[config.mk]
export PLATFORM = sky130hd
export DESIGN_NAME = bsg_clk_gen_tag_sequencer
export DESIGN_NICKNAME = d
export VERILOG_FILES = /design/src/rtl/bsg_clk_gen_tag_sequencer.sv
export SDC_FILE = /design/constraint.sdc
export NUM_CORES = 1
export LEC_CHECK = 0
export ABC_AREA = 1
export BUFFER_PORTS_ARGS = -buffer_cell sky130_fd_sc_hd__buf_2
export CORE_AREA = 5 5 79 88
export DETAILED_ROUTE_END_ITERATION = 8
export DIE_AREA = 0 0 84 93
export HOLD_SLACK_MARGIN = 0.06
export MAX_ROUTING_LAYER = met4
export PLACE_DENSITY = 0.65
export SLEW_MARGIN = 20
export SYNTH_ARGS = -nofsm -noshare
export SYNTH_HDL_FRONTEND = slang
export SYNTH_SLANG_ARGS = --single-unit
[constraint.sdc]
create_clock -name clk_i -period 3.2 [get_ports clk_i]
set_input_delay 0.16 -clock clk_i [delete_from_list [all_inputs] [get_ports clk_i]]
set_output_delay 0.16 -clock clk_i [all_outputs]
set_load 0.05 [all_outputs]
[src/rtl/bsg_clk_gen_tag_sequencer.sv]
// Expands one clock-generator configuration into a fixed script of bsg_tag packets
// and shifts them out LSB first on a single serial line.
//
// state | meaning
// idle  | waiting for a configuration, cfg_ready_o high
// load  | building the next packet into the shift register, line held low
// shift | one packet bit per cycle
// gap   | gap_cycles_p idle zero bits after a packet
// done  | one-cycle done_o pulse before returning to idle
module bsg_clk_gen_tag_sequencer #(
   parameter int tag_els_p      = 16,
   parameter int tag_lg_width_p = 4,
   parameter int node_base_p    = 0,
   parameter int osc_width_p    = 10,
   parameter int ds_width_p     = 8,
   parameter int gap_cycles_p   = 4
) (
   input  logic                   clk_i,
   input  logic                   reset_n_i,
   input  logic                   cfg_v_i,
   output logic                   cfg_ready_o,
   input  logic                   cfg_init_i,
   input  logic [osc_width_p-1:0] cfg_osc_i,
   input  logic [ds_width_p-1:0]  cfg_ds_i,
   input  logic [1:0]             cfg_sel_i,
   output logic                   tag_data_o,
   output logic                   busy_o,
   output logic                   done_o
);

   localparam int id_w          = $clog2(tag_els_p);
   localparam int max_payload_lp = (1 << tag_lg_width_p) - 1;
   localparam int hdr_bits_lp   = 2 + id_w + tag_lg_width_p;
   localparam int pkt_w_lp      = hdr_bits_lp + max_payload_lp;
   localparam int cnt_w_lp      = $clog2(pkt_w_lp + 1);
   localparam int gap_w_lp      = (gap_cycles_p > 1) ? $clog2(gap_cycles_p) : 1;

   localparam logic [id_w-1:0] base_lp     = id_w'(node_base_p);
   localparam logic [3:0]      first_data_lp = 4'd6;
   localparam logic [3:0]      last_pkt_lp   = 4'd12;

   typedef enum logic [2:0] {
      e_idle  = 3'd0,
      e_load  = 3'd1,
      e_shift = 3'd2,
      e_gap   = 3'd3,
      e_done  = 3'd4
   } state_e;

   state_e                  state_r;
   logic                    init_r;
   logic [osc_width_p-1:0]  osc_r;
   logic [ds_width_p-1:0]   ds_r;
   logic [1:0]              sel_r;
   logic [3:0]              pkt_idx_r;
   logic [pkt_w_lp-1:0]     sr_r;
   logic [cnt_w_lp-1:0]     bits_left_r;
   logic [gap_w_lp-1:0]     gap_left_r;

   logic [id_w-1:0]           pkt_off;
   logic                      pkt_dnr;
   logic [tag_lg_width_p-1:0] pkt_len;
   logic [max_payload_lp-1:0] pkt_payload;
   logic [pkt_w_lp-1:0]       pkt_vec;
   logic [cnt_w_lp-1:0]       pkt_bits;

   // Script: indices 0..5 are the optional client reset packets, 6..12 the data packets.
   always_comb begin
      pkt_off     = '0;
      pkt_dnr     = 1'b1;
      pkt_len     = tag_lg_width_p'(1);
      pkt_payload = '0;
      if (pkt_idx_r < first_data_lp) begin
         pkt_off     = id_w'(pkt_idx_r);
         pkt_dnr     = 1'b0;
         pkt_payload = max_payload_lp'(1);
      end else begin
         case (pkt_idx_r)
            4'd6: begin
               pkt_off     = id_w'(0);
               pkt_payload = max_payload_lp'(1);
            end
            4'd7: begin
               pkt_off     = id_w'(1);
               pkt_len     = tag_lg_width_p'(osc_width_p);
               pkt_payload = max_payload_lp'(osc_r);
            end
            4'd8: begin
               pkt_off     = id_w'(2);
               pkt_payload = max_payload_lp'(1);
            end
            4'd9: pkt_off = id_w'(2);
            4'd10: pkt_off = id_w'(0);
            4'd11: begin
               pkt_off     = id_w'(3);
               pkt_len     = tag_lg_width_p'(ds_width_p + 1);
               pkt_payload = max_payload_lp'({ds_r, 1'b0});
            end
            default: begin
               pkt_off     = id_w'(4);
               pkt_len     = tag_lg_width_p'(2);
               pkt_payload = max_payload_lp'(sel_r);
            end
         endcase
      end
      pkt_vec  = {pkt_payload, pkt_len, pkt_dnr, base_lp + pkt_off, 1'b1};
      pkt_bits = cnt_w_lp'(hdr_bits_lp) + cnt_w_lp'(pkt_len);
   end

   always_ff @(posedge clk_i or negedge reset_n_i) begin
      if (!reset_n_i) begin
         state_r     <= e_idle;
         init_r      <= 1'b0;
         osc_r       <= '0;
         ds_r        <= '0;
         sel_r       <= '0;
         pkt_idx_r   <= '0;
         sr_r        <= '0;
         bits_left_r <= '0;
         gap_left_r  <= '0;
         tag_data_o  <= 1'b0;
         cfg_ready_o <= 1'b0;
         busy_o      <= 1'b0;
         done_o      <= 1'b0;
      end else begin
         done_o <= 1'b0;
         case (state_r)
            e_idle: begin
               cfg_ready_o <= 1'b1;
               busy_o      <= 1'b0;
               tag_data_o  <= 1'b0;
               if (cfg_v_i && cfg_ready_o) begin
                  init_r      <= cfg_init_i;
                  osc_r       <= cfg_osc_i;
                  ds_r        <= cfg_ds_i;
                  sel_r       <= cfg_sel_i;
                  pkt_idx_r   <= cfg_init_i ? 4'd0 : first_data_lp;
                  cfg_ready_o <= 1'b0;
                  busy_o      <= 1'b1;
                  state_r     <= e_load;
               end
            end
            e_load: begin
               tag_data_o  <= pkt_vec[0];
               sr_r        <= pkt_vec >> 1;
               bits_left_r <= pkt_bits - cnt_w_lp'(1);
               state_r     <= e_shift;
            end
            e_shift: begin
               if (bits_left_r == '0) begin
                  tag_data_o <= 1'b0;
                  gap_left_r <= gap_w_lp'(gap_cycles_p - 1);
                  state_r    <= e_gap;
               end else begin
                  tag_data_o  <= sr_r[0];
                  sr_r        <= sr_r >> 1;
                  bits_left_r <= bits_left_r - cnt_w_lp'(1);
               end
            end
            e_gap: begin
               if (gap_left_r == '0) begin
                  if (pkt_idx_r == last_pkt_lp) begin
                     done_o  <= 1'b1;
                     state_r <= e_done;
                  end else begin
                     pkt_idx_r <= pkt_idx_r + 4'd1;
                     state_r   <= e_load;
                  end
               end else begin
                  gap_left_r <= gap_left_r - gap_w_lp'(1);
               end
            end
            e_done: begin
               busy_o      <= 1'b0;
               cfg_ready_o <= 1'b1;
               state_r     <= e_idle;
            end
            default: state_r <= e_idle;
         endcase
      end
   end

endmodule

Word level (Yosys, flattened, before mapping)
Index checks and enable logic that the tools add are counted. W data, S select, Z words.

Register bits: 63. Input bits: 24. Output and inout port bits: 4. Word-level logic and storage cells: 87.

Add/sub/neg operators: 5. $lt $le $gt $ge: 1. Equality and inequality tests: 17. Muxes and demuxes: 33. Reduce and logical (&&, ||, !) cells: 19.

Operator list (number): $pmux W25 S2 (1); $pmux W10 S4 (1); $mux W25 (1); $pmux W3 S4 (2); $eq A4 B4 Y1 const B (5); $mux W4 (5); $mux W3 (5); $ne A2 B2 Y1 const B (6); $pmux W4 S3 (1); $mux W10 (1); $pmux W5 S2 (1); $sub A5 B1 Y5 const B (2); $eq A4 B3 Y1 const B (2); $pmux W4 S2 (1); $reduce_bool A2 Y1 (4); $reduce_or A2 Y1 (4); $mux W1 (7); $eq A3 B2 Y1 const B (2); $reduce_and A3 Y1 (2); $add A4 B4 Y5 const A (1); $logic_not A5 Y1 (1); $mux W5 (1); $add A4 B1 Y4 const B (1); $lt A4 B3 Y1 const B (1); other kinds (14) (17).

Logic depth before layout (Yosys ltp)
Gate-level depths: netlist of the first run.

Depth in word-level cells: 7. Mapped depth: 10. Gate-level depth less buffers: 10.

Worst setup path after synthesis of the first run
Ideal clock, no wire load.

Kind: flip-flop to flip-flop. From: register pkt_idx_r[0]. To: register bits_left_r[1]. Setup time: 0.130 ns. Arrival time: 1.585 ns. Data required time: 3.070 ns. Setup slack: 1.485 ns. Cell stages (with the launch flop): 11. Buffers on the path: 0. Period minus slack after synthesis: 1.715 ns. Cells stage by stage: dfrtp_1 inv_1 ha_1 nor2_1 nand2_1 nand2_1 nand3_2 nand2_1 ha_1 o211ai_1 o21ai_0.

Longest elaborated chain between the ends: 7. Elaborated cells on any way between the ends: 13. Classes of those cells: add/sub: 2; order compare: 1; eq/ne: 6; mux: 3; reduce/logical: 1.

Ends and longest elaborated chain: from (decl) (line 55) `logic [3:0] pkt_idx_r;`; from (signal assigned) (line 137) `pkt_idx_r <= cfg_init_i ? 4'd0 : first_data_lp;`; from (signal assigned) (line 166) `pkt_idx_r <= pkt_idx_r + 4'd1;`; $eq A4 B4 Y1 / $eq A4 B3 Y1 (equally long branches) (line 78) `case (pkt_idx_r)`; $reduce_or A4 Y1 (no source line); $pmux W4 S3 (line 78); $mux W4 * (line 73) `if (pkt_idx_r < first_data_lp) begin`; $add A4 B4 Y5 * (line 107) `pkt_bits = cnt_w_lp'(hdr_bits_lp) + cnt_w_lp'(pkt_len);`; $sub A5 B1 Y5 * (line 146) `bits_left_r <= pkt_bits - cnt_w_lp'(1);`; $pmux W5 S2 * (line 127) `case (state_r)`; to (signal assigned) (line 146); to (signal assigned) (line 157) `bits_left_r <= bits_left_r - cnt_w_lp'(1);`; to (decl) (line 57) `logic [cnt_w_lp-1:0] bits_left_r;`.

Mark *: on every way between the ends. The rest lies on a longest branch, timed or not. A chain may end at the register's enable or synchronous reset.

Worst setup path after layout of the first run
From: register pkt_idx_r[1]. To: register bits_left_r[1].

The elaborated chain is that of the path after synthesis.

==> results of run 1 <==
==> power by group through the flow <==
stage | clock (mW) | sequential (mW) | combinational, mW
after global routing | 0.649 | 0.720 | 0.0583
after global placement | 0 | 0.734 | 0.0307
final | 0.605 | 0.721 | 0.0504
after floorplan | 0 | 0.734 | 0.00188
after CTS | 0.609 | 0.721 | 0.0505
after detailed placement | 0 | 0.734 | 0.0310
==> Yosys cell counts (2+ instances only) <==
cell and instances:
dfrtp_1 57, o211ai_1 3, nor2_2 3, buf_6 2, a31oi_1 5, inv_1 34, o21ai_1 7, nand3_1 17
a21oi_1 25, nor2_4 2, buf_2 6, o21ai_0 28, inv_2 5, nand4_1 3, buf_4 4, nand2_1 104
or2_2 2, a22oi_1 2, nor2_1 32, ha_1 8, nor3_1 2
==> worst max-delay path: stages, from the launching register on <==
cell	delay, ns
dfrtp_1	0.45
inv_1	0.13
ha_1	0.24
nor2_1	0.11
nand2_1	0.05
nand2_1	0.16
nand3_2	0.13
nand2_1	0.10
ha_1	0.23
o211ai_1	0.17
o21ai_0	0.10
==> metal layers <==
layer,wire [um],vias to the layer above
met4,90,0
met5,0,-
met3,281,9
met1,2850,1121
met2,3190,47
li1,-,1261
==> cell type report <==
cell class	count	area (um2)	area share, %
Clock buffer	13	169	4.93
Inverter	40	150	4.38
Multi-Input combinational cell	251	1220	35.7
Sequential cell	57	1430	41.6
Tap cell	80	100	2.92
Timing Repair Buffer	50	360	10.5
==> logic make-up (layout without fill, tap and decap cells) <==
group,count (synthesis),count (layout),share of synthesized area [%]
buf+inv,52,103,8.08
flops,57,57,49.5
compound gates,74,74,14.2
fa+ha+maj,8,8,3.47
simple gates,168,168,24.5
xor+xnor,1,1,0.304
==> registers in the layout, indices dropped and copies added (netlist names) <==
name / flops
osc_r: 10
sel_r: 2
done_o: 1
busy_o: 1
cfg_ready_o: 1
tag_data_o: 1
state_r: 3
pkt_idx_r: 4
bits_left_r: 5
ds_r: 8
gap_left_r: 2
sr_r: 19
==> how the worst max path moves through the flow <==
| stage | from | endpoint | cells past startpoint |
|---|---|---|---|
| after floorplan | pkt_idx_r[0] | bits_left_r[1] | 10 |
| after global placement | pkt_idx_r[1] | bits_left_r[1] | 10 |
| after detailed placement | pkt_idx_r[1] | bits_left_r[1] | 10 |
| after CTS | pkt_idx_r[0] | bits_left_r[1] | 10 |
| after global routing | pkt_idx_r[1] | bits_left_r[1] | 10 |
| final | pkt_idx_r[1] | bits_left_r[1] | 10 |
==> metrics by stage <==
step	instance area, um2	total power [mW]
detailed placement	3050	0.765
finish	3430	1.38
global placement	3050	0.765
floorplan	2880	0.736
CTS	3430	1.38
global route	3430	1.43
==> run_results.csv, run 1 <==
group,metric,value,unit
status,run_status,"completed",
timing,final_report_hold_violation_count,0,
critical_path,worstReg2RegStart,"pkt_idx_r[1]",
synth,asyncSetResetFlopFracSynth,100,%
timing,finalWorstSetupSlack,1.21,ns
synth,postSynthNetCount,392,
cells_and_area,flow.area_growth_from_synthesis,19.0,%
cts,tritoncts,"yes",
synth,synth_area_leader_cell,"dfrtp_1",
synth,post_synthesis_cells,360,
synth,ys.warnings.count,0,
timing,setup_tns,0,ns
power_and_ir_drop,intPower,1.08,mW
power_and_ir_drop,static-leakage-power,1.77,nW
floorplanning,fp.dieArea,7810,um2
cells_and_area,final_util,57.1,%
synth,ys_ff_latch,57,
global_route,global_route.usage.total,19.0,%
timing,min_period,1.99,ns
power_and_ir_drop,p_switching,295,uW
cts,cts.hold.buffers_added,21,
cts,cts.sink_count,57,
timing,highest_attainable_clock_frequency,503,MHz
placement,port_buffers,27,
critical_path,arrival,2.19,ns
floorplanning,fp-row-count,30,
floorplanning,horizontal_extent_of_the_die,84,um
critical_path,worst_setup_path_start_kind,"flip-flop",
placement,placement.setup.worst_slack,1.25,ns
cts,cts.clk_slew.worst_paths,0.07,ns
placement,dp_cells,457,
cts,post_cts_resized,0,
synth,synth.area.top_cells,"dfrtp_1, nand2_1, o21ai_0",
floorplanning,die-height,93,um
timing,worst_hold_slack,0.194,ns
routing,via_count,2438,
synth,number_of_library_cell_types_mapped_by_synthesis,30,
placement,dp_hpwl,4.31,mm
global_route,grt_util_met2,31.1,%
synth,synth_edf_count,0,
routing,post-route-drc-count,0,
global_route,gr-total-overflow,0,
power_and_ir_drop,max-vdd-ir-drop,0.000246,V
cts,cts_buffers,9,
cells_and_area,mostFrequentLayoutCell,"nand2_1",
global_route,globalRoute.busiestLayer,"met2",
timing,timing.final.max_slew_violations,0,
power_and_ir_drop,pwr_density_cell,401,nW/um2
global_route,first_global_vias,2459,
worst_hold_path,min_from,"cfg_init_i",
cells_and_area,ratio_of_cells_with_drive_above_1_in_the_final_layout,13.9,%
global_route,grt_start_max_net_pins,36,
cts,post-cts-setup-buffer-count,0,
floorplanning,initial_utilization,48.0,%
floorplanning,coreArea,6010,um2
timing,rsz0062_at_grt,"no",
critical_path,reg2regPathDepth,10,
cells_and_area,most-common-layout-cells,"nand2_1, dfrtp_1, inv_1",
synth,ys.flop_type,"dfrtp_1",
timing,worst_clock_skew,0.00986,ns
cts,worstSkewPairLatency,0.34,ns
global_route,groute.layer.met1.usage,23.6,%
timing,layout_worst_path_cycle_share,62.1,%
cells_and_area,insertedDiodeCount,0,
placement,gp_congestion,0.962,
routing,route.detailed.vias_per_inst,4.97,
cts,max-clock-path-buffers,2,
global_route,antenna_found_initial,0,
critical_path,crit_fanout,6,
synth,synth.cell_area,2880,um2
critical_path,timing.reg2reg.setup_slack,1.21,ns
cells_and_area,number_of_nets_in_the_layout,441,
synth,synth-seq-area-share,49.5,%
power_and_ir_drop,pwr-share-comb,3.7,%
power_and_ir_drop,seq_power_share,52.4,%
job,max_cap_viol_count,0,
routing,avgRoutedWirePerCell,13.1,um
power_and_ir_drop,power.clock.fraction,43.9,%
global_route,grt_util_met3,3.70,%
timing,max_slew_headroom,46.4,%
critical_path,worstSetupPathType,"reg2reg",
routing,drt-pass1-iter-count,4,
cells_and_area,layout.cells.non_filler,491,
worst_hold_path,worstHoldEndpoint,"pkt_idx_r[2]",
floorplanning,num_io_pins,28,
routing,dr.first_iter.drc_count,174,
timing,max_slew.worst_pin.slew,0.805,ns
timing,setup_viol_count_final,0,
global_route,grt_pass1_wl,11.4,mm
critical_path,cp.required,3.41,ns
cts,ctsRootBufferMaster,"clkbuf_8",
worst_hold_path,hold_path_depth,5,
synth,avgSynthCellArea,8.00,um2
critical_path,regToRegEndpoint,"bits_left_r[1]",
routing,detail-route-antenna-nets,0,
power_and_ir_drop,power.switching_fraction,21.4,%
routing,finalWirelength,6.41,mm
cts,htreeDepth,3,
critical_path,worstSetupEndpointType,"flip-flop",
cells_and_area,final.fill_count,548,
worst_hold_path,hold_path.class,"in2reg",
synth,synth_top_area_share,49.5,%
Power figures use the tool's default switching activity.
==> run 2, diff against run 1 <==
--- a/config.mk
+++ b/config.mk
@@ -5,11 +5,11 @@
 export SDC_FILE = /design/constraint.sdc
 export NUM_CORES = 1
 export LEC_CHECK = 0
-export ABC_AREA = 1
+export ABC_AREA = 0
 export BUFFER_PORTS_ARGS = -buffer_cell sky130_fd_sc_hd__buf_2
-export CORE_AREA = 5 5 79 88
+export CORE_AREA = 5 5 79 89
 export DETAILED_ROUTE_END_ITERATION = 8
-export DIE_AREA = 0 0 84 93
+export DIE_AREA = 0 0 84 94
 export HOLD_SLACK_MARGIN = 0.06
 export MAX_ROUTING_LAYER = met4
 export PLACE_DENSITY = 0.65
==> constraint.sdc (replaced) <==
create_clock -name clk_i -period 1.92 [get_ports clk_i]
set_input_delay 0.096 -clock clk_i [delete_from_list [all_inputs] [get_ports clk_i]]
set_output_delay 0.096 -clock clk_i [all_outputs]
set_load 0.05 [all_outputs]
==> run 2 against run 1 <==
Against the previous run:
- first-iteration DRC count fell by 7.5%
- worst hold slack got worse by 0.066 ns
- critical path type unchanged
- non-clock buffer count increased by 34
- critical endpoint unchanged
- count of clock-buffer cells in the layout down 4
==> run_results.csv, run 2 <==
group,metric,value,unit
status,run_status,"completed",
power_and_ir_drop,max-vdd-ir-drop,0.000545,V
job,max_cap_viol_count,0,
routing,dr.first_iter.drc_count,161,
synth,postSynthNetCount,355,
timing,layout_worst_path_cycle_share,95.7,%
timing,highest_attainable_clock_frequency,544,MHz
routing,detail-route-antenna-nets,0,
floorplanning,fp.dieArea,7900,um2
timing,timing.final.max_slew_violations,0,
cts,cts.sink_count,57,
cts,cts_buffers,9,
critical_path,worstSetupPathType,"reg2reg",
synth,synth.cell_area,2930,um2
synth,ys.flop_type,"dfrtp_1",
timing,worst_clock_skew,0.00742,ns
floorplanning,coreArea,6010,um2
synth,ys.warnings.count,0,
cells_and_area,mostFrequentLayoutCell,"nand2_1",
placement,dp_hpwl,4.44,mm
cells_and_area,flip_flop_count_of_the_largest_register_all_copies_and_words_added,19,
synth,synth_edf_count,0,
cts,cts.clk_slew.worst_paths,0.06,ns
floorplanning,die-height,94,um
timing,max_slew.worst_pin.slew,0.678,ns
cells_and_area,final.fill_count,500,
cells_and_area,register_with_the_most_flip_flops,"sr_r",
cells_and_area,number_of_nets_in_the_layout,428,
critical_path,worst_setup_path_start_kind,"flip-flop",
power_and_ir_drop,pwr_density_cell,649,nW/um2
timing,max_slew_headroom,54.7,%
cts,ctsRootBufferMaster,"clkbuf_8",
global_route,grt_pass1_wl,11.5,mm
routing,drt-pass1-iter-count,4,
synth,synth_area_leader_cell,"dfrtp_1",
cts,worstSkewPairLatency,0.34,ns
global_route,grt_start_max_net_pins,37,
synth,synth.area.top_cells,"dfrtp_1, nand2_1, a21oi_1",
synth,synth.most_common_cell,"nand2_1",
cells_and_area,ratio_of_cells_with_drive_above_1_in_the_final_layout,25.4,%
power_and_ir_drop,total_power,2.52,mW
floorplanning,horizontal_extent_of_the_die,84,um
timing,min_period,1.84,ns
global_route,global_route.usage.total,18.8,%
synth,synth_top_area_share,48.7,%
routing,finalWirelength,6.81,mm
critical_path,arrival,2.06,ns
critical_path,crit_fanout,5,
placement,gp_congestion,0.849,
timing,final_report_hold_violation_count,0,
cells_and_area,largest_registers,"sr_r (19), osc_r (10), ds_r (8)",
worst_hold_path,hold_path.class,"in2reg",
power_and_ir_drop,static-leakage-power,1.89,nW
floorplanning,fp-row-count,30,
synth,post_synth_most_frequent_cells,"nand2_1, dfrtp_1, nor2_1",
timing,setup_viol_count_final,0,
cts,htreeDepth,3,
synth,ys_ff_latch,57,
routing,route.detailed.vias_per_inst,5.26,
routing,via_count,2529,
cts,max-clock-path-buffers,2,
synth,asyncSetResetFlopFracSynth,100,%
synth,synth-seq-area-share,48.7,%
critical_path,worstSetupEndpointType,"flip-flop",
routing,avgRoutedWirePerCell,14.2,um
critical_path,cp.required,2.14,ns
timing,setup_tns,0,ns
synth,number_of_library_cell_types_mapped_by_synthesis,54,
global_route,antenna_found_initial,0,
cells_and_area,most-common-layout-cells,"nand2_1, dfrtp_1, buf_4",
cts,tritoncts,"yes",
cells_and_area,flow.area_growth_from_synthesis,32.6,%
synth,post_synthesis_cells,323,
floorplanning,num_io_pins,28,
floorplanning,initial_utilization,48.8,%
global_route,first_global_vias,2387,
placement,port_buffers,27,
synth,avgSynthCellArea,9.07,um2
cells_and_area,insertedDiodeCount,0,
global_route,gr-total-overflow,0,
routing,post-route-drc-count,0,
==> run 2: cell types whose count changed after synthesis, sizes merged, moves of 8 or more <==
cell    delta
nand2     -32
a22o       +8
o21ai     -23
nor2      -13
clkbuf    +10
a22oi      +8
inv       -27
nand3      -8
==> run 2: worst max-delay path, stage by stage, from the launching register on <==
cell	delay, ns
dfrtp_2	0.43
buf_4	0.15
ha_4	0.16
nor2b_2	0.15
o21ai_2	0.07
and2_4	0.20
nand2_2	0.07
ha_4	0.20
nand2_1	0.07
o211ai_1	0.07
a21boi_2	0.15
==> run 2: path summary, 6_finish.rpt <==
kind / depth (start not counted) / start / end / slack [ns]
min: 3 / cfg_init_i / pkt_idx_r[2] / 0.13
min in group asynchronous: 2 / reset_n_i / bits_left_r[3] / 0.26
min reg2reg: 2 / ds_r[2] / ds_r[2] / 0.48
max: 10 / pkt_idx_r[1] / bits_left_r[1] / 0.08
max reg2reg: 10 / pkt_idx_r[1] / bits_left_r[1] / 0.08
max in group asynchronous: 3 / reset_n_i / sr_r[18] / 1.08
==> run 2: timing repair <==
action / in CTS / in global routing
setup endpoints to repair: 1 / 5
gates cloned: 0 / 0
hold buffers: 21 / 0
setup buffers: 0 / 10
gates resized for setup: 1 / 18
pin swaps: 0 / 6
endpoints found under the hold margin: 41 / 0
==> run 2: cell families (layout without fill, tap and decap cells) <==
kind of cell | count (synthesis) | in the layout | share of synthesized area [%]
flip-flops | 57 | 57 | 48.7
buffers and inverters | 34 | 112 | 5.17
XOR/XNOR | 1 | 1 | 0.299
adder cells (fa/ha/maj) | 8 | 8 | 3.42
AND/OR/NAND/NOR | 142 | 142 | 23.2
multiplexers | 3 | 3 | 1.07
AO/OA/AOI/OAI | 78 | 78 | 18.2
==> run 2: layout make-up <==
class                           instances  area [um2]  share of cell area (%)
Sequential cell                        57        1430                    36.7
Inverter                               12        45.0                    1.16
Tap cell                               80         100                    2.58
Multi-Input combinational cell        232        1430                    36.8
Clock inverter                          7        95.1                    2.45
Clock buffer                            9         124                    3.19
Timing Repair Buffer                   84         666                    17.1
==> run 2: routing by layer <==
metal  global-route usage (%)  wire [um]
met2                     27.7       3230
met4                     8.45        131
met3                     3.42        314
met1                     25.3       3130
met5                        -          0
==> run 2: per-stage QoR <==
step / cells / cell area [um2] / worst slack [ns] / hold slack [ns] / util [%]
after global placement: 434 / 3310 / 0.0644 / 0.104 / 55.2
after CTS: 471 / 3740 / 0.000185 / 0.110 / 62.3
after floorplan: 323 / 2940 / 0.0233 / -0.200 / -
after global routing: 481 / 3890 / -0.0195 / 0.134 / 64.7
final: 481 / 3890 / 0.0824 / 0.128 / 64.7
after detailed placement: 434 / 3310 / -0.0236 / 0.102 / 55.2
==> run 2: where the power goes <==
| part | internal, mW | switching, mW | total (mW) |
|---|---|---|---|
| Clock | 0.729 | 0.507 | 1.24 |
| Sequential | 1.20 | 0 | 1.20 |
| Combinational | 0.0486 | 0.0368 | 0.0853 |
==> run 3, diff against run 2 <==
--- a/config.mk
+++ b/config.mk
@@ -12,7 +12,7 @@
 export DIE_AREA = 0 0 84 94
 export HOLD_SLACK_MARGIN = 0.06
 export MAX_ROUTING_LAYER = met4
-export PLACE_DENSITY = 0.65
+export PLACE_DENSITY = 0.67
 export SLEW_MARGIN = 20
 export SYNTH_ARGS = -nofsm -noshare
 export SYNTH_HDL_FRONTEND = slang
==> constraint.sdc (replaced) <==
create_clock -name clk_i -period 1.6 [get_ports clk_i]
set_input_delay 0.08 -clock clk_i [delete_from_list [all_inputs] [get_ports clk_i]]
set_output_delay 0.08 -clock clk_i [all_outputs]
set_load 0.05 [all_outputs]
==> run 3 against run 2 <==
Against the previous run:
- the run now ends with setup timing left
- sequential share of layout area down 6.0 points
- clock power up 14%
- critical path depth unchanged
- via count up 23%
- highest routed layer unchanged
==> run_results.csv, run 3 (synthesis gave the netlist of run 2 again) <==
group,metric,value,unit
status,run_status,"finished with violations",
status,violated_checks,"setup timing",
timing,timing.final.max_slew_violations,0,
routing,dr.first_iter.drc_count,208,
critical_path,worst_setup_path_start_kind,"flip-flop",
cells_and_area,register_with_the_most_flip_flops,"sr_r",
cells_and_area,flip_flop_count_of_the_largest_register_all_copies_and_words_added,19,
worst_hold_path,hold_path.class,"in2reg",
placement,gp_congestion,0.822,
routing,via_count,3102,
critical_path,regToRegEndpoint,"bits_left_r[1]",
critical_path,arrival,2.08,ns
cells_and_area,number_of_nets_in_the_layout,476,
timing,finalWorstSetupSlack,-0.262,ns
routing,finalWirelength,10.4,mm
cells_and_area,flow.area_growth_from_synthesis,59.1,%
cts,max-clock-path-buffers,2,
critical_path,reg2regPathDepth,10,
cts,cts.clk_slew.worst_paths,0.07,ns
cells_and_area,most-common-layout-cells,"buf_4, dfrtp_1, nand2_1",
power_and_ir_drop,static-leakage-power,2.18,nW
timing,worst_clock_skew,0.0132,ns
cells_and_area,mostFrequentLayoutCell,"buf_4",
routing,route.detailed.vias_per_inst,5.86,
routing,post-route-drc-count,0,
cts,cts_buffers,9,
timing,rsz0062_at_grt,"yes",
power_and_ir_drop,max-vdd-ir-drop,0.00105,V
timing,min_period,1.86,ns
critical_path,timing.reg2reg.setup_slack,-0.26,ns
floorplanning,horizontal_extent_of_the_die,84,um
critical_path,crit_fanout,4,
critical_path,worstSetupEndpointType,"flip-flop",
critical_path,cp.required,1.82,ns
cells_and_area,final_cell_area,4660,um2
global_route,antenna_found_initial,0,
cells_and_area,largest_registers,"sr_r (19), osc_r (10), ds_r (8)",
cells_and_area,final.fill_count,332,
cts,worstSkewPairLatency,0.35,ns
timing,setup_viol_count_final,24,
timing,max_slew_headroom,75.1,%
global_route,gr-total-overflow,0,
floorplanning,coreArea,6010,um2
worst_hold_path,worstHoldEndpoint,"pkt_idx_r[2]",
floorplanning,fp-row-count,30,
cts,cts.sink_count,57,
placement,port_buffers,27,
timing,highest_attainable_clock_frequency,537,MHz
critical_path,worstReg2RegStart,"pkt_idx_r[1]",
power_and_ir_drop,pwr_density_cell,635,nW/um2
routing,drt-pass1-iter-count,5,
global_route,first_global_vias,2755,
floorplanning,die-height,94,um
worst_hold_path,hold_path_depth,3,
global_route,grt_start_max_net_pins,58,
cts,tritoncts,"yes",
cells_and_area,ratio_of_cells_with_drive_above_1_in_the_final_layout,46.8,%
floorplanning,fp.dieArea,7900,um2
placement,post_dp_cell_area,3520,um2
job,max_cap_viol_count,0,
global_route,grt_pass1_wl,13.5,mm
routing,detail-route-antenna-nets,0,
timing,final_report_hold_violation_count,0,
timing,layout_worst_path_cycle_share,116,%
cts,htreeDepth,3,
worst_hold_path,min_from,"cfg_init_i",
routing,avgRoutedWirePerCell,19.6,um
cells_and_area,insertedDiodeCount,0,
floorplanning,num_io_pins,28,
global_route,global_route.usage.total,22.2,%
placement,dp_hpwl,4.97,mm
critical_path,worstSetupPathType,"reg2reg",
cts,ctsRootBufferMaster,"clkbuf_8",
timing,max_slew.worst_pin.slew,0.374,ns
timing,setup_tns,-1.32,ns
floorplanning,initial_utilization,48.8,%
[run 3: metrics by stage]
step / hold WS (ns) / power, mW / utilization, % / cells / setup WS [ns]
after floorplan: -0.216 / 1.47 / - / 323 / -0.169
after global placement: 0.103 / 1.53 / 58.7 / 464 / -0.170
after detailed placement: 0.104 / 1.53 / 58.7 / 464 / -0.244
after CTS: 0.107 / 2.93 / 69.1 / 511 / -0.189
after global routing: 0.150 / 3.05 / 77.6 / 529 / -0.329
final: 0.143 / 2.96 / 77.6 / 529 / -0.262
[run 3: worst max-delay path: stages, from the launching register on]
cell and delay, ns:
dfrtp_2 0.46, inv_4 0.08, ha_4 0.17, nor3b_2 0.20
nand2_1 0.11, and2_4 0.20, nand2_4 0.06, ha_4 0.20
nand2_2 0.05, o211ai_1 0.07, a21boi_2 0.16
[run 3: area by class of cell]
| cell class | count | area [um2] | area share (%) |
|---|---|---|---|
| clock buffer | 10 | 138 | 2.95 |
| clock inverter | 6 | 66.3 | 1.42 |
| inverter | 12 | 50.0 | 1.07 |
| multi-input combinational | 233 | 1710 | 36.7 |
| sequential | 57 | 1430 | 30.7 |
| tap | 80 | 100 | 2.15 |
| timing repair buffer | 131 | 1160 | 25.0 |
[run 3: what timing repair did]
item                                    4_1_cts  5_1_grt
cloned                                        1        8
hold endpoints to repair                     77        0
hold buffers                                 21        0
setup buffers                                11       12
endpoints found under the setup margin       29       47
gates resized for setup                      35       83
pin swaps                                    20       40
[run 3: how the worst max path moves through the flow]
stage,start,end,depth (start not counted)
2_1_floorplan,pkt_idx_r[1],bits_left_r[1],10
3_3_place_gp,pkt_idx_r[0],bits_left_r[1],10
3_5_place_dp,pkt_idx_r[0],bits_left_r[1],10
4_1_cts,pkt_idx_r[0],bits_left_r[1],10
5_1_grt,pkt_idx_r[1],bits_left_r[1],10
6_report,pkt_idx_r[1],bits_left_r[1],10
[run 3: layer usage]
metal  up-vias  routed length [um]  global-route usage, %
met3        46                 629                   5.09
met2       161                5420                   35.7
met4         0                 463                   9.92
met1      1524                3840                   27.0
met5         -                   0                      -
li1       1371                   -                      -
[run 3: power breakdown]
group          internal, mW  total (mW)  switching (mW)
clock network         0.764        1.41           0.651
registers              1.44        1.44               0
logic                0.0590       0.107          0.0479
